===== config.mk =====
export PLATFORM = sky130hd
export DESIGN_NAME = fpu_rr_scheduler
export DESIGN_NICKNAME = d
export VERILOG_FILES = /design/src/rtl/fpu_sched_pkg.sv /design/src/rtl/FPU_unit.sv /design/src/rtl/fpu_rr_scheduler_arbiter.sv /design/src/rtl/fpu_rr_scheduler.sv
export SDC_FILE = /design/constraint.sdc
export NUM_CORES = 1
export LEC_CHECK = 0
export ABC_AREA = 1
export CORE_AREA = 5 5 185 187
export CTS_CLUSTER_SIZE = 8
export DETAILED_ROUTE_END_ITERATION = 16
export DIE_AREA = 0 0 190 192
export PLACE_DENSITY_LB_ADDON = 0.05
export SLEW_MARGIN = 20
export SYNTH_ARGS = -nofsm -noshare
export SYNTH_HDL_FRONTEND = slang
export SYNTH_HIERARCHICAL = 1
export SYNTH_SLANG_ARGS = --single-unit
export TNS_END_PERCENT = 20

===== constraint.sdc =====
create_clock -name i_clk -period 32.3 [get_ports i_clk]
set_input_delay 6.46 -clock i_clk [delete_from_list [all_inputs] [get_ports i_clk]]
set_output_delay 6.46 -clock i_clk [all_outputs]
set_load 0.05 [all_outputs]

===== src/rtl/fpu_sched_pkg.sv =====
// fpu_sched_pkg
//  Shared types and constants for the round-robin FPU scheduler slice.
//  - sched_state_t : scheduler FSM states
//  - fpu_op_t      : registered operation (op select, operands, requester tag)
//  - lzc27         : leading-zero count used by FPU_unit normalisation
package fpu_sched_pkg;

    localparam int          FP32_W       = 32;
    localparam logic [31:0] FP32_POS_INF = 32'h7F80_0000;
    localparam logic [31:0] FP32_QNAN    = 32'h7FC0_0000;

    // The tag field is sized for the largest supported NUM_REQ (8) so the
    // struct can live in the package; the top truncates it to ID_W.
    localparam int          ID_MAX_W     = 3;

    typedef enum logic [1:0] {
        IDLE = 2'd0,
        EXEC = 2'd1,
        RESP = 2'd2
    } sched_state_t;

    typedef struct packed {
        logic                add_sub;
        logic [FP32_W-1:0]   a;
        logic [FP32_W-1:0]   b;
        logic [ID_MAX_W-1:0] id;
    } fpu_op_t;

    // Returns 27 for an all-zero input; ascending scan so the highest set bit wins.
    function automatic logic [4:0] lzc27(input logic [26:0] v);
        logic [4:0] n;
        n = 5'd27;
        for (int i = 0; i < 27; i++) begin
            if (v[i]) begin
                n = 5'(26 - i);
            end
        end
        return n;
    endfunction

endpackage


===== src/rtl/FPU_unit.sv =====
// FPU_unit
//  Combinational FP32 adder/subtractor, round-to-nearest-even.
//  Subnormal inputs are treated as zero and subnormal results flush to zero.
//  Ports:
//    add_sub  in  1   0 = a+b, 1 = a-b (only when NUM_OP > 0)
//    a, b     in  32  FP32 operands
//    s        out 32  FP32 result
//    ov       out 1   result overflowed to infinity
//    un       out 1   non-zero result too small, flushed to zero
//  Parameter NUM_OP: number of operations beyond addition (0 = add only).
module FPU_unit
    import fpu_sched_pkg::*;
#(
    parameter int NUM_OP = 1
)(
    input  logic        add_sub,
    input  logic [31:0] a,
    input  logic [31:0] b,
    output logic [31:0] s,
    output logic        ov,
    output logic        un
);

    logic              eff_sub, sign_b, sub_mag;
    logic              a_nan, b_nan, a_inf, b_inf, swap;
    logic              big_sign;
    logic [7:0]        big_exp, sml_exp, shift;
    logic [22:0]       big_frac, sml_frac;
    logic [26:0]       big_man, sml_man, aligned, norm;
    logic [27:0]       sum;
    logic [4:0]        lz;
    logic signed [9:0] exp_r;
    logic              rnd_up, frac_carry;
    logic [22:0]       frac_r;

    // Mantissas carry 3 extra low bits (guard, round, sticky) through
    // alignment and normalisation so rounding sees every discarded bit.
    always_comb begin
        s       = '0;
        ov      = 1'b0;
        un      = 1'b0;
        lz      = '0;
        eff_sub = add_sub & (NUM_OP > 0);
        sign_b  = b[31] ^ eff_sub;
        sub_mag = a[31] ^ sign_b;
        a_nan   = (a[30:23] == 8'hFF) && (a[22:0] != 23'd0);
        b_nan   = (b[30:23] == 8'hFF) && (b[22:0] != 23'd0);
        a_inf   = (a[30:23] == 8'hFF) && (a[22:0] == 23'd0);
        b_inf   = (b[30:23] == 8'hFF) && (b[22:0] == 23'd0);

        swap     = b[30:0] > a[30:0];
        big_sign = swap ? sign_b   : a[31];
        big_exp  = swap ? b[30:23] : a[30:23];
        big_frac = swap ? b[22:0]  : a[22:0];
        sml_exp  = swap ? a[30:23] : b[30:23];
        sml_frac = swap ? a[22:0]  : b[22:0];

        big_man = (big_exp != 8'd0) ? {1'b1, big_frac, 3'b000} : '0;
        sml_man = (sml_exp != 8'd0) ? {1'b1, sml_frac, 3'b000} : '0;
        shift   = big_exp - sml_exp;

        if (shift >= 8'd27) begin
            aligned = {26'd0, |sml_man};
        end else begin
            aligned = (sml_man >> shift) | {26'd0, |(sml_man & ~({27{1'b1}} << shift))};
        end

        sum = sub_mag ? ({1'b0, big_man} - {1'b0, aligned})
                      : ({1'b0, big_man} + {1'b0, aligned});

        exp_r = $signed({2'b00, big_exp});
        if (sum[27]) begin
            norm  = sum[27:1] | {26'd0, sum[0]};
            exp_r = exp_r + 10'sd1;
        end else begin
            lz    = lzc27(sum[26:0]);
            norm  = sum[26:0] << lz;
            exp_r = exp_r - $signed({5'b00000, lz});
        end

        rnd_up     = norm[2] & (norm[1] | norm[0] | norm[3]);
        frac_carry = (&norm[25:3]) & rnd_up;
        frac_r     = norm[25:3] + 23'(rnd_up);
        if (frac_carry) begin
            exp_r = exp_r + 10'sd1;
        end

        // After normalisation bit 26 is set for every non-zero sum.
        if (a_nan || b_nan || (a_inf && b_inf && sub_mag)) begin
            s = FP32_QNAN;
        end else if (a_inf) begin
            s = a;
        end else if (b_inf) begin
            s = {sign_b, b[30:0]};
        end else if (!norm[26]) begin
            s = {sub_mag ? 1'b0 : big_sign, 31'd0};
        end else if (exp_r >= 10'sd255) begin
            s  = {big_sign, FP32_POS_INF[30:0]};
            ov = 1'b1;
        end else if (exp_r <= 10'sd0) begin
            s  = {big_sign, 31'd0};
            un = 1'b1;
        end else begin
            s = {big_sign, exp_r[7:0], frac_r};
        end
    end

endmodule


===== src/rtl/fpu_rr_scheduler_arbiter.sv =====
// fpu_rr_arbiter
//  Combinational round-robin arbiter: picks the first set request bit at or
//  after the pointer, wrapping at NUM_REQ.
//  Ports:
//    req    in   NUM_REQ   request vector
//    ptr    in   ID_MAX_W  highest-priority index (0..NUM_REQ-1)
//    grant  out  NUM_REQ   one-hot grant (all zero when no request)
//    id     out  ID_MAX_W  index of the granted requester
module fpu_rr_arbiter
    import fpu_sched_pkg::*;
#(
    parameter int NUM_REQ = 4
)(
    input  logic [NUM_REQ-1:0]  req,
    input  logic [ID_MAX_W-1:0] ptr,
    output logic [NUM_REQ-1:0]  grant,
    output logic [ID_MAX_W-1:0] id
);

    int   idx;
    logic found;

    // Inner loop compares against a constant k so every select is static.
    always_comb begin
        grant = '0;
        id    = '0;
        found = 1'b0;
        idx   = 0;
        for (int i = 0; i < NUM_REQ; i++) begin
            idx = int'(ptr) + i;
            if (idx >= NUM_REQ) begin
                idx = idx - NUM_REQ;
            end
            for (int k = 0; k < NUM_REQ; k++) begin
                if (!found && (k == idx) && req[k]) begin
                    grant[k] = 1'b1;
                    id       = ID_MAX_W'(k);
                    found    = 1'b1;
                end
            end
        end
    end

endmodule


===== src/rtl/fpu_rr_scheduler.sv =====
// fpu_rr_scheduler
//  Shares one combinational FPU_unit between NUM_REQ requesters using
//  round-robin arbitration, registered operands/results and a single tagged
//  response channel with backpressure.
//  Ports:
//    i_clk, i_rst             clock, synchronous active-high reset
//    i_req_valid/o_req_ready  per-requester handshake (ready is one-hot)
//    i_req_add_sub            per requester: 0 = A+B, 1 = A-B
//    i_req_a, i_req_b         packed operands, requester k at [32k+31:32k]
//    o_rsp_valid/i_rsp_ready  response handshake
//    o_rsp_id/s/ov/un         requester tag, FP32 result, overflow, underflow
//    o_busy                   FSM not in IDLE
//  Optional (macro FPU_SCHED_STATS_EN):
//    o_ov_cnt, o_un_cnt       saturating counts of handshaked ov/un responses
module fpu_rr_scheduler
    import fpu_sched_pkg::*;
#(
    parameter  int NUM_REQ = 4,
    parameter  int NUM_OP  = 1,
    localparam int ID_W    = $clog2(NUM_REQ)
)(
    input  logic                      i_clk,
    input  logic                      i_rst,
    input  logic [NUM_REQ-1:0]        i_req_valid,
    output logic [NUM_REQ-1:0]        o_req_ready,
    input  logic [NUM_REQ-1:0]        i_req_add_sub,
    input  logic [NUM_REQ*FP32_W-1:0] i_req_a,
    input  logic [NUM_REQ*FP32_W-1:0] i_req_b,
    output logic                      o_rsp_valid,
    input  logic                      i_rsp_ready,
    output logic [ID_W-1:0]           o_rsp_id,
    output logic [FP32_W-1:0]         o_rsp_s,
    output logic                      o_rsp_ov,
    output logic                      o_rsp_un,
    output logic                      o_busy
`ifdef FPU_SCHED_STATS_EN
    ,
    output logic [15:0]               o_ov_cnt,
    output logic [15:0]               o_un_cnt
`endif
);

    sched_state_t          state_q, state_d;
    fpu_op_t               op_q, op_d;
    logic [ID_MAX_W-1:0]   ptr_q;
    logic [NUM_REQ-1:0]    arb_grant;
    logic [ID_MAX_W-1:0]   arb_id;
    logic                  op_load, rsp_load, rsp_fire;
    logic [FP32_W-1:0]     fpu_s;
    logic                  fpu_ov, fpu_un;

    fpu_rr_arbiter #(
        .NUM_REQ (NUM_REQ)
    ) u_arbiter (
        .req   (i_req_valid),
        .ptr   (ptr_q),
        .grant (arb_grant),
        .id    (arb_id)
    );

    FPU_unit #(
        .NUM_OP (NUM_OP)
    ) u_fpu (
        .add_sub (op_q.add_sub),
        .a       (op_q.a),
        .b       (op_q.b),
        .s       (fpu_s),
        .ov      (fpu_ov),
        .un      (fpu_un)
    );

    // Mux the granted requester's fields into the operand register input.
    always_comb begin
        op_d    = '0;
        op_d.id = arb_id;
        for (int k = 0; k < NUM_REQ; k++) begin
            if (arb_grant[k]) begin
                op_d.add_sub = i_req_add_sub[k];
                op_d.a       = i_req_a[FP32_W*k +: FP32_W];
                op_d.b       = i_req_b[FP32_W*k +: FP32_W];
            end
        end
    end

    // Ready is only driven from IDLE, or from RESP on the response handshake
    // so back-to-back ops reach one op per two cycles. Reset forces ready low
    // so no transfer is reported while the FSM is being cleared.
    always_comb begin
        state_d     = state_q;
        o_req_ready = '0;
        op_load     = 1'b0;
        rsp_load    = 1'b0;
        case (state_q)
            IDLE: begin
                if (|arb_grant) begin
                    o_req_ready = arb_grant;
                    op_load     = 1'b1;
                    state_d     = EXEC;
                end
            end
            EXEC: begin
                rsp_load = 1'b1;
                state_d  = RESP;
            end
            RESP: begin
                if (i_rsp_ready) begin
                    if (|arb_grant) begin
                        o_req_ready = arb_grant;
                        op_load     = 1'b1;
                        state_d     = EXEC;
                    end else begin
                        state_d = IDLE;
                    end
                end
            end
            default: state_d = IDLE;
        endcase
        if (i_rst) begin
            o_req_ready = '0;
            op_load     = 1'b0;
            rsp_load    = 1'b0;
            state_d     = IDLE;
        end
    end

    // The pointer advances while the accepted op executes; nothing arbitrates
    // during EXEC, so this matches advancing it at the transfer itself.
    always_ff @(posedge i_clk) begin
        if (i_rst) begin
            state_q  <= IDLE;
            ptr_q    <= '0;
            op_q     <= '0;
            o_rsp_id <= '0;
            o_rsp_s  <= '0;
            o_rsp_ov <= 1'b0;
            o_rsp_un <= 1'b0;
        end else begin
            state_q <= state_d;
            if (op_load) begin
                op_q <= op_d;
            end
            if (rsp_load) begin
                o_rsp_id <= op_q.id[ID_W-1:0];
                o_rsp_s  <= fpu_s;
                o_rsp_ov <= fpu_ov;
                o_rsp_un <= fpu_un;
                ptr_q    <= (op_q.id == ID_MAX_W'(NUM_REQ - 1)) ? '0
                                                                 : op_q.id + ID_MAX_W'(1);
            end
        end
    end

    assign o_rsp_valid = (state_q == RESP);
    assign o_busy      = (state_q != IDLE);
    assign rsp_fire    = o_rsp_valid & i_rsp_ready;

`ifdef FPU_SCHED_STATS_EN
    always_ff @(posedge i_clk) begin
        if (i_rst) begin
            o_ov_cnt <= '0;
            o_un_cnt <= '0;
        end else if (rsp_fire) begin
            if (o_rsp_ov && (o_ov_cnt != 16'hFFFF)) begin
                o_ov_cnt <= o_ov_cnt + 16'd1;
            end
            if (o_rsp_un && (o_un_cnt != 16'hFFFF)) begin
                o_un_cnt <= o_un_cnt + 16'd1;
            end
        end
    end
`else
    logic unused_rsp_fire;
    assign unused_rsp_fire = rsp_fire;
`endif

endmodule


**Yosys cells after proc, flatten, opt, wreduce, memory -nomap -nowiden**

Index checks and enable logic that the tools add are counted.

- Bits in registers: 109
- Bits of input ports: 267
- Output and inout port bits: 42
- Word-level logic and storage cells: 262

- Add/sub/neg operators: 15
- Order comparisons: 8
- Equal/unequal tests: 19
- Shift operators: 3
- Muxes and demuxes: 126
- Bitwise gates (word level): 10
- Reduce and logical (&&, ||, !) cells: 71

Operator list:

| operator | number |
|---|---|
| $mux 65 | 4 |
| $eq 3x32->1 const A | 8 |
| $mux 32 | 8 |
| $eq 2x32->1 const A | 4 |
| $logic_not 32->1 | 4 |
| $mux 27 | 4 |
| $ge 32x4->1 const B | 3 |
| $sub 32x4->32 const B | 3 |
| $mux 5 | 17 |
| $mux 31 | 2 |
| $or 27x1->27 | 2 |
| $reduce_or 27->1 | 2 |
| $mux 1 | 51 |
| $logic_not 23->1 | 2 |
| $mux 23 | 2 |
| $reduce_bool 23->1 | 2 |
| $mux 4 | 11 |
| $logic_and 1x1->1 | 37 |
| $mux 2 | 18 |
| $gt 31x31->1 | 1 |
| $add 27x27->28 | 1 |
| $mux 28 | 1 |
| $sub 27x27->28 | 1 |
| $and 27x27->27 | 1 |
| other kinds (40) | 63 |

**Depth between registers and ports, before layout**

- Depth in word-level cells: 70
- Gate-level depth with buffers: 97
- Mapped depth without buffers: 92

**Modules after synthesis**

Netlist, hierarchy kept.

By module, submodules not included:

| module | times used | cells each | area each (µm²) |
|---|---|---|---|
| FPU_unit | 1 | 2046 | 10943.0 |
| fpu_rr_scheduler | 1 | 1073 | 6182.2 |
| fpu_rr_arbiter | 1 | 77 | 407.9 |

**Worst setup path after synthesis**

Ideal clock, no wire load.

- Path type: input to output
- Start: input i_req_valid[2]
- End: output o_req_ready[0]
- Arrival time: 8.461 ns
- Setup slack: 17.379 ns
- Stages on the path: 13
- Buffers on the path: 2
- Cell sequence: nand3_1 nand3_2 nor2_4 nand4_4 nor2_4 nand4_2 inv_1 nand2_1 nand4_1 buf_2 buf_2 inv_1 nor2_1

RTL lines:

| what | line | source |
|---|---|---|
| start: declaration | fpu_rr_scheduler.sv:24 | `input logic [NUM_REQ-1:0] i_req_valid,` |
| $logic_and 1x1->1 | fpu_rr_scheduler_arbiter.sv:35 | `if (!found && (k == idx) && req[k]) begin` |
| $mux 1 | fpu_rr_scheduler_arbiter.sv:35 |  |
| $logic_not 1->1 | fpu_rr_scheduler_arbiter.sv:35 |  |
| $logic_and 1x1->1 (2 in series) | fpu_rr_scheduler_arbiter.sv:35 |  |
| $mux 1 | fpu_rr_scheduler_arbiter.sv:35 |  |
| $logic_not 1->1 | fpu_rr_scheduler_arbiter.sv:35 |  |
| $logic_and 1x1->1 (2 in series) | fpu_rr_scheduler_arbiter.sv:35 |  |
| $mux 1 | fpu_rr_scheduler_arbiter.sv:35 |  |
| [29 not listed] | - |  |
| $logic_and 1x1->1 (2 in series) | fpu_rr_scheduler_arbiter.sv:35 |  |
| $mux 1 * | fpu_rr_scheduler_arbiter.sv:35 |  |
| named net arb_grant[0] | fpu_rr_scheduler.sv:46 | `logic [NUM_REQ-1:0] arb_grant;` |
| $reduce_or 4->1 | fpu_rr_scheduler.sv:95, fpu_rr_scheduler.sv:107 |  |
| $mux 4 * | fpu_rr_scheduler.sv:95, fpu_rr_scheduler.sv:107 |  |
| $mux 4 | fpu_rr_scheduler.sv:106 | `if (i_rsp_ready) begin` |
| $pmux 4 s2 * | fpu_rr_scheduler.sv:93 | `case (state_q)` |
| $mux 4 * | fpu_rr_scheduler.sv:118 | `if (i_rst) begin` |
| end: declaration | fpu_rr_scheduler.sv:25 | `output logic [NUM_REQ-1:0] o_req_ready,` |

Mark *: on every way through the listed nets, which the timed path passes. The rest lies on a longest branch.

**Worst setup path in the final report**

- Start: input i_req_valid[2]
- End: output o_req_ready[2]

RTL lines:

| what | line |
|---|---|
| $logic_and 1x1->1 | fpu_rr_scheduler_arbiter.sv:35 |
| $mux 1 | fpu_rr_scheduler_arbiter.sv:35 |
| $logic_not 1->1 | fpu_rr_scheduler_arbiter.sv:35 |
| $logic_and 1x1->1 (2 in series) | fpu_rr_scheduler_arbiter.sv:35 |
| $mux 1 | fpu_rr_scheduler_arbiter.sv:35 |
| $logic_not 1->1 | fpu_rr_scheduler_arbiter.sv:35 |
| $logic_and 1x1->1 (2 in series) | fpu_rr_scheduler_arbiter.sv:35 |
| $mux 1 | fpu_rr_scheduler_arbiter.sv:35 |
| [37 not listed] | - |
| $logic_and 1x1->1 (2 in series) | fpu_rr_scheduler_arbiter.sv:35 |
| $mux 1 * | fpu_rr_scheduler_arbiter.sv:35 |
| named net arb_grant[2] | fpu_rr_scheduler.sv:46 |
| $reduce_or 4->1 | fpu_rr_scheduler.sv:95, fpu_rr_scheduler.sv:107 |
| $mux 4 * | fpu_rr_scheduler.sv:95, fpu_rr_scheduler.sv:107 |
| $mux 4 | fpu_rr_scheduler.sv:106 |
| $pmux 4 s2 * | fpu_rr_scheduler.sv:93 |
| $mux 4 * | fpu_rr_scheduler.sv:118 |

Marks and branches as above.

==> flow_metrics.env <==
export IMPL_worstSetupEndpoint="o_req_ready[2]"
export IMPL_timing_rr_start="op_q[61]"
export IMPL_initial_core_util_pct=54.3
export IMPL_htreeDepth=3
export IMPL_cap_violations=0
export IMPL_clk_latency_ns=0.36
export IMPL_endpoint_kind="primary output"
export IMPL_grt_max_degree=124
export IMPL_hold_class="flip-flop to flip-flop"
export IMPL_synthDistinctLibCells=70
export IMPL_clock_skew_ns=0.00727
export IMPL_via_per_inst=5.70
export IMPL_period_needed_ns=17.25
export IMPL_nets=3699
export IMPL_gp_congestion=1.01
export IMPL_dr_total_vias=21692
export IMPL_drc=0
export IMPL_syn_avg_cell_area_um2=5.49
export IMPL_fillCellCount=3137
export IMPL_drt_initial_drc_count=2530
export IMPL_cts_resized=0
export IMPL_drive_above_1_share_pct=7.04
export IMPL_synth_seq_cells=109
export IMPL_crit_fanout=67
export IMPL_ys_flop_type="dfxtp_1"
export IMPL_r2r_end="o_rsp_s[3]"
export IMPL_dpl_cell_area_um2=20300
export IMPL_final_area_um2=20500
export IMPL_setup_viol=0
export IMPL_seq_area_frac_synth_pct=12.4
export IMPL_syn_area_um2=17500
export IMPL_grt_usage_pct=34.6
export IMPL_relSlewSlack_pct=28.9
export IMPL_die_area_um2=36500
export IMPL_hold_ws_ns=0.468
export IMPL_cts_tree="built"
export IMPL_ys_warnings_count=6
export IMPL_coreArea_um2=32300
export IMPL_timing_max_transition_violations_final=0
export IMPL_die_h_um=192
export IMPL_critical_path_class="input pin to primary output"
export IMPL_rsz0062_at_grt="no"
export IMPL_cts_buffers=9
export IMPL_path_clk_slew_ns=0.07
export IMPL_syn_inst=3196
export IMPL_outcome="completed"
export IMPL_grt_pass1_vias=19948
export IMPL_syn_nets=3534
export IMPL_drtPass1Iterations=8
export IMPL_cts_sinks=109
export IMPL_final_hold_viol_count=0
export IMPL_wl_per_cell_um=17.2
export IMPL_synthArstFlopShare_pct=0
export IMPL_crit_path_start_kind="input pin"
export IMPL_ios=309
export IMPL_die_w_um=190
export IMPL_tns_ns=0
export IMPL_dpl_hpwl_um=52700
export IMPL_arrival_ns=10.79
export IMPL_reg2regPathDepth=65
export IMPL_clk_path_buf_depth=2
export IMPL_antenna_found_initial=5
export IMPL_wl_um=65600
export IMPL_area_growth_pct=17.2
export IMPL_clock_fmax_ghz=0.0580
export IMPL_final_antenna_net_count=0
export IMPL_synth_edf_count=0
export IMPL_grt_overflow=0
export IMPL_worst_slew_pin_slew_ns=1.07
export IMPL_cp_required_ns=25.84
export IMPL_hold_buffers=0
export IMPL_r2r_slack_ns=17.87
export IMPL_cts_root_buf="clkbuf_16"
export IMPL_n_antenna_cell=0
export IMPL_postCtsSetupRepairBufs=0
export IMPL_rows=66
export IMPL_cp_startpoint="i_req_valid[2]"
export IMPL_fin_crit_sh_pct=53.4
export IMPL_grt_pass1_wl_um=104000
export IMPL_port_buffer_count=308
[synthesized netlist by cell type, types with 9 or more instances]
cell | instances | area share (%)
nand2_2 | 58 | 2.1
buf_2 | 50 | 1.4
a211oi_1 | 26 | 1.1
nand2_4 | 16 | 1.0
nor3_1 | 38 | 1.1
nand4_1 | 66 | 2.4
xor2_1 | 42 | 2.1
nand3_2 | 30 | 1.7
nand2_1 | 1042 | 22
nor4_1 | 9 | 0.32
xnor2_1 | 19 | 0.95
nor2_4 | 12 | 0.77
nand3b_1 | 18 | 0.77
inv_1 | 289 | 6.2
o211ai_1 | 12 | 0.51
buf_6 | 25 | 1.6
buf_4 | 27 | 1.2
ha_1 | 70 | 5.0
clkbuf_1 | 51 | 1.1
inv_2 | 26 | 0.56
o21ai_0 | 86 | 2.5
nor2_1 | 325 | 7.0
dfxtp_1 | 109 | 12
o21ai_1 | 15 | 0.43
buf_1 | 9 | 0.19
nand3_1 | 420 | 12
nor2_2 | 18 | 0.64
a21oi_1 | 193 | 5.5
[logic make-up (layout without fill, tap and decap cells)]
logic type,Yosys count,after routing,synth area share (%)
buf+inv,488,658,12.8
mux,1,1,0.0571
other cells,1,1,0.0214
fa+ha+maj,71,71,5.11
flops,109,109,12.4
simple gates,2068,2068,52.9
compound gates,392,392,13.2
xor+xnor,66,66,3.51
[cells in the final DEF (no fill, tap or decap), drive strengths merged, types with 7 or more instances in the layout]
| cell type | n |
|---|---|
| nand3 | 451 |
| clkdlybuf4s50 | 307 |
| clkbuf | 10 |
| buf | 15 |
| xnor2 | 20 |
| o211ai | 12 |
| dfxtp | 109 |
| o31ai | 7 |
| nand2 | 1116 |
| nand4 | 71 |
| a31oi | 8 |
| o21ai | 113 |
| nand3b | 18 |
| xor2 | 46 |
| nor4 | 9 |
| ha | 70 |
| inv | 318 |
| nor3 | 38 |
| a211oi | 26 |
| nor2 | 355 |
| a21oi | 199 |
[critical path, cell delays in order]
cell and delay, ns:
clkdlybuf4s50_1 0.52, nand3_1 0.21, nand3_2 0.12, nor2_4 0.18, nand4_4 0.12, nor2_4 0.15
nand4_2 0.13, nor2_4 0.14, nand3_1 0.09, nand2_2 0.06, buf_4 0.53, clkinv_2 0.87
nor2_1 0.28, clkdlybuf4s50_1 0.83
[area by class of cell]
cell class	instances	area, µm²	area share [%]
inverters	320	1210	5.88
repair buffers	322	3190	15.5
well taps	442	553	2.69
clock inverters	6	45.0	0.219
clock buffers	10	239	1.16
flip-flops and latches	109	2180	10.6
multi-input cells	2599	13100	63.9
[through the flow]
stage / worst slack [ns] / cells / util [%]
after floorplan: 17.38 / 3196 / -
after CTS: 15.46 / 3808 / 63.6
after global placement: 15.49 / 3792 / 62.7
final: 15.05 / 3808 / 63.6
after global routing: 14.72 / 3808 / 63.6
after detailed placement: 15.45 / 3792 / 62.7
[state kept, by name, summed over array words and instances, names as in the netlist]
signal    cells
o_rsp_un      1
o_rsp_id      2
state_q       2
op_q         68
ptr_q         3
o_rsp_ov      1
o_rsp_s      32
[how the worst min path moves through the flow]
| stage | from | end | slack [ns] | cells past startpoint |
|---|---|---|---|---|
| 2_1_floorplan | op_q[39] | op_q[39] | 0.44 | 2 |
| 3_3_place_gp | op_q[48] | op_q[48] | 0.46 | 2 |
| 3_5_place_dp | op_q[49] | op_q[49] | 0.46 | 2 |
| 4_1_cts | op_q[49] | op_q[49] | 0.47 | 2 |
| 5_1_grt | op_q[41] | op_q[41] | 0.49 | 2 |
| 6_report | op_q[49] | op_q[49] | 0.47 | 2 |
[layer usage]
metal  GRT usage, %  up-vias  wire [µm]
met5              0        -         70
met4           13.9       10       3100
met3           5.40      194       5260
met2           59.1      977      30700
met1           43.6     9798      26500
li1               -    10713          -
Power is not shown: default switching activity piles up to over one toggle a cycle in this logic, so the estimate is an artifact.
